## src/rtl/vec_datapath_if.sv

```systemverilog
// Operand/result streaming port of the vector datapath engine, plus job control and status.
interface vec_datapath_if #(
  parameter int WIDTH = 32,
  parameter int LEN_W = 9
);
  logic             start;
  logic [1:0]       mode;
  logic [LEN_W-1:0] len;
  logic             in_valid;
  logic             in_ready;
  logic [WIDTH-1:0] a_data;
  logic [WIDTH-1:0] b_data;
  logic [WIDTH-1:0] c_data;
  logic             out_valid;
  logic             out_ready;
  logic [WIDTH-1:0] result;
  logic             busy;
  logic             done;
  logic             ovf;

  modport slave (
    input  start, mode, len, in_valid, a_data, b_data, c_data, out_ready,
    output in_ready, out_valid, result, busy, done, ovf
  );

  modport master (
    output start, mode, len, in_valid, a_data, b_data, c_data, out_ready,
    input  in_ready, out_valid, result, busy, done, ovf
  );
endinterface

```

## src/rtl/vec_datapath_engine.sv

```systemverilog
// Streams len (a,b,c) triples through a 3-stage pipeline computing a+K*b or c*(a+K*b).
//
// state | meaning
// IDLE  | waiting for start; mode/len latched here
// RUN   | accepting operands until len inputs taken
// DRAIN | all inputs taken, emptying the pipeline
// DONE  | one-cycle job-complete pulse
module vec_datapath_engine #(
  parameter int WIDTH   = 32,
  parameter int MAX_LEN = 256,
  parameter int K_LO    = 2,
  parameter int K_HI    = 5,
  localparam int LEN_W  = $clog2(MAX_LEN + 1)
) (
  input logic           clk,
  input logic           rst,
  vec_datapath_if.slave bus
);
  localparam int BKW = WIDTH + 4;
  localparam int SW  = WIDTH + 5;
  localparam int PW  = 2 * WIDTH + 5;
  localparam logic [3:0]       K_LO4     = 4'(K_LO);
  localparam logic [3:0]       K_HI4     = 4'(K_HI);
  localparam logic [LEN_W-1:0] MAX_LEN_L = LEN_W'(MAX_LEN);

  typedef enum logic [1:0] {IDLE, RUN, DRAIN, DONE} state_t;

  state_t           state_q, state_d;
  logic [1:0]       mode_q;
  logic [LEN_W-1:0] len_q, len_clamp, in_cnt, out_cnt;
  logic             ovf_q;
  logic             stall, accept, emit, last_in, last_out;
  logic [3:0]       k_sel;

  logic             s1_v, s2_v, s3_v;
  logic [WIDTH-1:0] s1_a, s1_c, s2_c;
  logic [BKW-1:0]   s1_bk;
  logic [SW-1:0]    s2_sum;
  logic [PW-1:0]    full;
  logic [WIDTH-1:0] s3_result;
  logic             s3_big;

  assign len_clamp = (bus.len > MAX_LEN_L) ? MAX_LEN_L : bus.len;
  assign stall     = s3_v & ~bus.out_ready;
  assign accept    = bus.in_valid & bus.in_ready;
  assign emit      = s3_v & bus.out_ready;
  assign last_in   = accept & ((in_cnt + LEN_W'(1)) == len_q);
  assign last_out  = emit & ((out_cnt + LEN_W'(1)) == len_q);
  // Modes 01 and 10 use the high coefficient.
  assign k_sel     = (mode_q[1] ^ mode_q[0]) ? K_HI4 : K_LO4;

  assign bus.out_valid = s3_v;
  assign bus.result    = s3_result;
  assign bus.ovf       = ovf_q;

  always_ff @(posedge clk) begin
    if (!rst) state_q <= IDLE;
    else      state_q <= state_d;
  end

  always_comb begin
    state_d      = state_q;
    bus.in_ready = 1'b0;
    bus.busy     = 1'b0;
    bus.done     = 1'b0;
    case (state_q)
      IDLE: begin
        if (bus.start) state_d = (len_clamp == '0) ? DONE : RUN;
      end
      RUN: begin
        bus.busy     = 1'b1;
        bus.in_ready = (in_cnt < len_q) & ~stall;
        if (last_in) state_d = DRAIN;
      end
      DRAIN: begin
        bus.busy = 1'b1;
        if (last_out) state_d = DONE;
      end
      DONE: begin
        bus.done = 1'b1;
        state_d  = IDLE;
      end
      default: state_d = IDLE;
    endcase
  end

  always_ff @(posedge clk) begin
    if (!rst) begin
      mode_q  <= '0;
      len_q   <= '0;
      in_cnt  <= '0;
      out_cnt <= '0;
      ovf_q   <= 1'b0;
    end else if (state_q == IDLE && bus.start) begin
      mode_q  <= bus.mode;
      len_q   <= len_clamp;
      in_cnt  <= '0;
      out_cnt <= '0;
      ovf_q   <= 1'b0;
    end else begin
      if (accept) in_cnt <= in_cnt + LEN_W'(1);
      if (emit) begin
        out_cnt <= out_cnt + LEN_W'(1);
        if (s3_big) ovf_q <= 1'b1;
      end
    end
  end

  // Full-precision value of the element entering S3; only the low WIDTH bits are kept.
  assign full = mode_q[1] ? (PW'(s2_c) * PW'(s2_sum)) : PW'(s2_sum);

  always_ff @(posedge clk) begin
    if (!rst) begin
      s1_v      <= 1'b0;
      s2_v      <= 1'b0;
      s3_v      <= 1'b0;
      s1_a      <= '0;
      s1_c      <= '0;
      s1_bk     <= '0;
      s2_c      <= '0;
      s2_sum    <= '0;
      s3_result <= '0;
      s3_big    <= 1'b0;
    end else if (!stall) begin
      s1_v      <= accept;
      s1_a      <= bus.a_data;
      s1_c      <= bus.c_data;
      s1_bk     <= BKW'(bus.b_data) * BKW'(k_sel);
      s2_v      <= s1_v;
      s2_c      <= s1_c;
      s2_sum    <= SW'(s1_a) + SW'(s1_bk);
      s3_v      <= s2_v;
      s3_result <= full[WIDTH-1:0];
      s3_big    <= |full[PW-1:WIDTH];
    end
  end
endmodule

```

## src/flat_wrapper.sv

```systemverilog
// flat-port wrapper written by rule: the top's interface ports become plain ports
module vec_datapath_engine_flat 
#(
  parameter int WIDTH   = 32,
  parameter int MAX_LEN = 256,
  parameter int K_LO    = 2,
  parameter int K_HI    = 5,
  localparam int LEN_W  = $clog2(MAX_LEN + 1)
)
  (clk, rst, bus_start, bus_mode, bus_len, bus_in_valid, bus_a_data, bus_b_data, bus_c_data, bus_out_ready, bus_in_ready, bus_out_valid, bus_result, bus_busy, bus_done, bus_ovf);
  vec_datapath_if #(.WIDTH(WIDTH), .LEN_W((9))) bus_i ();
  input logic clk;
  input logic rst;
  input wire logic [$bits(bus_i.start)-1:0] bus_start;
  input wire logic [$bits(bus_i.mode)-1:0] bus_mode;
  input wire logic [$bits(bus_i.len)-1:0] bus_len;
  input wire logic [$bits(bus_i.in_valid)-1:0] bus_in_valid;
  input wire logic [$bits(bus_i.a_data)-1:0] bus_a_data;
  input wire logic [$bits(bus_i.b_data)-1:0] bus_b_data;
  input wire logic [$bits(bus_i.c_data)-1:0] bus_c_data;
  input wire logic [$bits(bus_i.out_ready)-1:0] bus_out_ready;
  output wire logic [$bits(bus_i.in_ready)-1:0] bus_in_ready;
  output wire logic [$bits(bus_i.out_valid)-1:0] bus_out_valid;
  output wire logic [$bits(bus_i.result)-1:0] bus_result;
  output wire logic [$bits(bus_i.busy)-1:0] bus_busy;
  output wire logic [$bits(bus_i.done)-1:0] bus_done;
  output wire logic [$bits(bus_i.ovf)-1:0] bus_ovf;
  assign bus_i.start = bus_start;
  assign bus_i.mode = bus_mode;
  assign bus_i.len = bus_len;
  assign bus_i.in_valid = bus_in_valid;
  assign bus_i.a_data = bus_a_data;
  assign bus_i.b_data = bus_b_data;
  assign bus_i.c_data = bus_c_data;
  assign bus_i.out_ready = bus_out_ready;
  assign bus_in_ready = bus_i.in_ready;
  assign bus_out_valid = bus_i.out_valid;
  assign bus_result = bus_i.result;
  assign bus_busy = bus_i.busy;
  assign bus_done = bus_i.done;
  assign bus_ovf = bus_i.ovf;
  vec_datapath_engine #(.WIDTH(WIDTH), .MAX_LEN(MAX_LEN), .K_LO(K_LO), .K_HI(K_HI)) u_core (.clk(clk), .rst(rst), .bus(bus_i));
endmodule
```

## config.mk

```make
export PLATFORM = sky130hd
export DESIGN_NAME = vec_datapath_engine_flat
export DESIGN_NICKNAME = d
export VERILOG_FILES = /design/src/rtl/vec_datapath_if.sv /design/src/rtl/vec_datapath_engine.sv /design/src/flat_wrapper.sv
export SDC_FILE = /design/constraint.sdc
export NUM_CORES = 2
export LEC_CHECK = 0
export CAP_MARGIN = 20
export CORE_MARGIN = 2
export CORE_UTILIZATION = 60
export CTS_CLUSTER_DIAMETER = 40
export CTS_CLUSTER_SIZE = 14
export DETAILED_ROUTE_END_ITERATION = 16
export GPL_TIMING_DRIVEN = 0
export PLACE_DENSITY_LB_ADDON = 0.15
export SLEW_MARGIN = 20
export SYNTH_ARGS = -nofsm -noshare
export SYNTH_HDL_FRONTEND = slang
export SYNTH_SLANG_ARGS = --single-unit
```

## constraint.sdc

```tcl
create_clock -name clk -period 16.3 [get_ports clk]
set_clock_uncertainty 0.05 [all_clocks]
set_input_delay 4.89 -clock clk [delete_from_list [all_inputs] [get_ports clk]]
set_output_delay 4.89 -clock clk [all_outputs]
set_load 0.02 [all_outputs]
```

Word level (Yosys, flattened, before mapping)
Cells that the tools add are included.
{ "totals": {"out_inout_bits": 37, "input_bits": 112, "ff_bits": 237, "wordCells": 60} }
{ "classes": {"bitwise": 10, "muxes": 11, "multipliers": 2, "reduce_logical": 8, "order_cmp": 2, "eq_ne": 8, "addsub": 3} }
{ "op_table": {"columns": ["operator", "n"], "rows": [
  ["32-bit by 37-bit multiplier with 69-bit output", 1],
  ["69-bit 2-to-1 mux", 1],
  ["32-bit by 36-bit adder with 37-bit output", 1],
  ["37-bit OR reduction", 1],
  ["32-bit by 4-bit multiplier with 36-bit output", 1],
  ["9-bit by 1-bit adder with 9-bit output, second input constant", 2],
  ["9-bit equality test", 2],
  ["9-bit > comparator, second input constant", 1],
  ["9-bit logical NOT", 1],
  ["9-bit less-than comparator", 1],
  ["9-bit 2-to-1 mux", 1],
  ["2-bit 2-to-1 mux", 4],
  ["2-bit one-hot mux with 4 select lines", 1],
  ["1-bit AND", 6],
  ["2-bit equality test, second input constant", 2],
  ["2-bit by 1-bit inequality test with 1-bit output, second input constant", 2],
  ["2-bit OR reduction", 2],
  ["1-bit 2-to-1 mux", 3],
  ["3-bit 2-to-1 mux", 1],
  ["1-bit NOT", 3],
  ["3-bit AND reduction", 1],
  ["2-bit by 1-bit equality test with 1-bit output, second input constant", 1],
  ["2-bit logical NOT", 1],
  ["2-bit inequality test, second input constant", 1],
  ["3 further kinds", 3]
]} }

Longest topological paths before layout
{ "depth": {"word_depth": 9, "ltp_mapped": 32, "ltp_nobuf": 29} }

Worst setup path before layout
No wires, ideal clock.
{ "synth_path": {"path_kind": "input to output", "startpoint": "input bus_out_ready", "endpoint": "output bus_in_ready", "slack_ps": 5912, "t_arrival_ps": 5448, "t_required_ps": 11360, "cell_stages": 3, "path_buffers": 0, "cell_sequence": "nor2b_1 > nor3_1 > and2_1"} }
{ "synth_between": {"elab_chain_len": 5} }
{ "synth_lines": {"columns": ["element", "line_no", "source"], "rows": [
  ["start, declared", "flat_wrapper.sv:21", "input wire logic [$bits(bus_i.out_ready)-1:0] bus_out_ready;"],
  ["1-bit NOT", "vec_datapath_engine.sv:44", "assign stall = s3_v & ~bus.out_ready;"],
  ["1-bit AND", "vec_datapath_engine.sv:44", null],
  ["1-bit NOT", "vec_datapath_engine.sv:72", "bus.in_ready = (in_cnt < len_q) & ~stall;"],
  ["1-bit AND", "vec_datapath_engine.sv:72", null],
  ["1-bit 2-to-1 mux", "vec_datapath_engine.sv:66", "case (state_q)"],
  ["end, declared", "flat_wrapper.sv:22", "output wire logic [$bits(bus_i.in_ready)-1:0] bus_in_ready;"]
]} }
No other way between the ends.

Final worst setup path
Ends and elaborated chain as after synthesis.

==> summary.txt <==
Worst setup path
  – R2r worst-path depth: 27
  – Setup crit end kind: output port
  – Worst path arrival time: 7.21 ns
  – Setup crit end: bus_in_ready
  – Worst endpoint required time: 11.36 ns
  – RR Endpoint: u_core.s3_big
  – Worst R2R Setup Slack: 5.77 ns
  – Critical path peak fanout: 6
  – Worst flop-to-flop path startpoint: u_core.s2_c[10]
  – WS Path Type: input port to output port
  – CP startpoint: bus_out_ready
  – Crit start category: input port

Clocking
  – Post-CTS setup buffer count: 0
  – H-tree levels: 1
  – CTS buffer count: 24
  – Post-CTS Hold Buffers: 0
  – Post-CTS Resized: 0
  – Reg clk slew, reported paths: 0.06 ns
  – TritonCTS clock tree: yes
  – Clock root cell: clkbuf_16
  – Deepest clock path buffer count: 3
  – Worst skew pair latency: 0.56 ns
  – CTS sink cnt: 235

Floorplan
  – Chip width: 297 um
  – I/O Pins: 149
  – Initial Utilization: 60.6%
  – Core ar.: 0.0853 mm^2
  – Number of core rows: 107
  – Die Ht: 297 um
  – Die area: 0.0885 mm^2

Placement
  – Final GP Congestion: 1.06
  – IO buf count: 147
  – Placed cells: 7175
  – Final HPWL DP: 149000 um
  – Pre-CTS setup slack: 4.19 ns
  – Post-Place Cell Area: 0.0546 mm^2

Finish
  – Fin nets: 7573
  – Non-filler cells, final: 7229
  – Area Growth Syn to Fin: 7.17%
  – Post-layout util: 64.9%
  – Fill count: 7449
  – Share of layout cells above drive strength 1: 1.73%
  – Cell area after layout: 0.0554 mm^2

Timing
  – Tmin final: 12.15 ns
  – TNS Setup: 0 ns
  – Final setup viols: 0
  – Final Slew Violations: 0
  – RSZ-0062 raised after global routing: false
  – Worst hold margin: 0.403 ns
  – Worst-Margin Slew: 1.25 ns
  – Final Hold Viols: 0
  – Final worst slack: 4.15 ns
  – Fin crit share: 74.5%
  – F_max: 82.3 MHz
  – Worst slew margin: 16.7%

Logic synthesis
  – Synthesized cell area: 0.0517 mm^2
  – Most used DFF post-synth: dfxtp_1
  – Post-synth EDFFs: 0
  – Synth area leader: fa_1
  – Synth unique cells: 103
  – Syn_area_per_cell: 8.78 um^2
  – Post-synthesis register bit count: 235
  – Synth top area cells: fa_1, and2_1, ha_1, dfxtp_1, inv_1
  – Cells after Synth: 5883
  – Async SR Flop Fraction: 0%
  – Synth Warn #: 0
  – Yosys top cell area share: 39.5%
  – Most frequent cell after synthesis: fa_1
  – Seq/Total Area, Yosys: 9.11%
  – Post-synth top cells: fa_1, inv_1, and2_1

Route
  – Post-DRT Antenna Nets: 0
  – Initial drt markers: 3316
  – Drt via density: 5.81
  – Total Routed Length: 178000 um
  – First-pass DRT Iterations: 5
  – Residual DRC count: 0
  – Wire length per cell: 24.6 um
  – Vias: 42021

Global routing
  – Pin count of the biggest net entering global routing: 15
  – Residual overflow from global routing: 0
  – GRT Overall Usage: 40.7%
  – Initial antenna violation count: 14
  – First-pass GRT wire length: 269000 um
  – Number of global-route vias before repair: 43672

Power and ir drop
  – PwrDens: 119 mW/mm^2
  – VDD IR-drop max: 0.000121 V
  – Static leakage: 24.0 nW
  – Total power: 6.61 mW

Worst hold path
  – HP Class: flop to flop

Status
  – Outcome: finished clean

Run
  – Max-cap viol count: 0
## cell usage in the layout, fill, tap and decap left out, types with 21 or more instances in the layout
| cell | Yosys | routed |
|---|---|---|
| fa_1 | 1020 | 1020 |
| clkbuf_1 | 354 | 352 |
| clkdlybuf4s50_1 | 0 | 147 |
| o21a_1 | 24 | 24 |
| ha_1 | 382 | 382 |
| nand4_1 | 37 | 37 |
| xnor2_1 | 65 | 65 |
| nor3_1 | 44 | 44 |
| dfxtp_1 | 235 | 235 |
| a21boi_0 | 45 | 45 |
| or3_1 | 21 | 21 |
| mux2i_1 | 38 | 38 |
| and2_1 | 858 | 858 |
| clkbuf_16 | 0 | 24 |
| inv_1 | 956 | 956 |
| nand2_1 | 768 | 768 |
| a21oi_1 | 208 | 208 |
| a211oi_1 | 41 | 41 |
| nor2_1 | 154 | 154 |
| a21o_1 | 63 | 63 |
| xor2_1 | 59 | 59 |
| o21ai_0 | 125 | 125 |
| nand3_1 | 59 | 59 |
## state kept, by name, indices dropped and copies added, names as in the netlist
signal                flops
u_core.s2_v               1
u_core.s1_v               1
u_core.in_cnt             9
u_core.s1_bk             35
u_core.s2_c              32
u_core.len_q              9
u_core.s2_sum            36
u_core.s3_big             1
u_core.bus.out_valid      1
u_core.state_q            2
u_core.mode_q             2
u_core.bus.ovf            1
u_core.out_cnt            9
u_core.s1_c              32
u_core.s1_a              32
u_core.bus.result        32
## where the power goes
| group | internal (mW) | switching (mW) | leakage [nW] |
|---|---|---|---|
| Combinational | 1.88 | 3.30 | 21.8 |
| Clock | 0.279 | 0.247 | 0.345 |
| Sequential | 0.674 | 0.227 | 1.94 |
| Total | 2.84 | 3.77 | 24.0 |
## kinds of logic after synthesis
group	after synthesis	share of synthesized area [%]
AO/OA/AOI/OAI	689	8.77
buffers and inverters	1344	10.2
XOR/XNOR	125	2.13
multiplexers	38	0.736
flip-flops	235	9.11
other	1	0.00726
AND/OR/NAND/NOR	2049	20.3
adder cells (fa/ha/maj)	1402	48.8
## how the worst min path moves through the flow
stage / slack, ns / end / from / depth (start not counted)
after floorplan: 0.38 / u_core.s1_c[0] / u_core.s1_c[0] / 2
after global placement: 0.39 / u_core.s1_c[22] / u_core.s1_c[22] / 2
after detailed placement: 0.39 / u_core.s1_c[25] / u_core.s1_c[25] / 2
after CTS: 0.40 / u_core.s1_c[25] / u_core.s1_c[25] / 2
after global routing: 0.42 / u_core.s1_c[22] / u_core.s1_c[22] / 2
final: 0.40 / u_core.s1_c[25] / u_core.s1_c[25] / 2
## final cells by class
type | instances | area (um^2) | share of cell area (%)
Buffer | 388 | 1660 | 3.01
Clock inverter | 8 | 101 | 0.183
Antenna cell | 17 | 42.5 | 0.0768
Tap cell | 1144 | 1430 | 2.59
Multi-Input combinational cell | 4305 | 41700 | 75.3
Clock buffer | 27 | 622 | 1.12
Sequential cell | 235 | 4700 | 8.50
Inverter | 956 | 3590 | 6.48
Timing Repair Buffer | 149 | 1490 | 2.70
## per-layer routing
metal	track usage [%]	share of wire [%]	up-vias	wire, um
li1	-	-	18453	-
met1	52.2	39	21020	68700
met2	63.1	44	2051	78500
met3	10.4	10	493	18500
met4	23.1	6.7	4	12000
met5	0	0.015	-	27
## critical path: stages
cell	delay (ns)
clkdlybuf4s50_1	0.45
nor2b_1	0.94
nor3_1	0.15
and2_1	0.23
clkdlybuf4s50_1	0.55
Note: power is estimated with default switching activity, not from simulation.
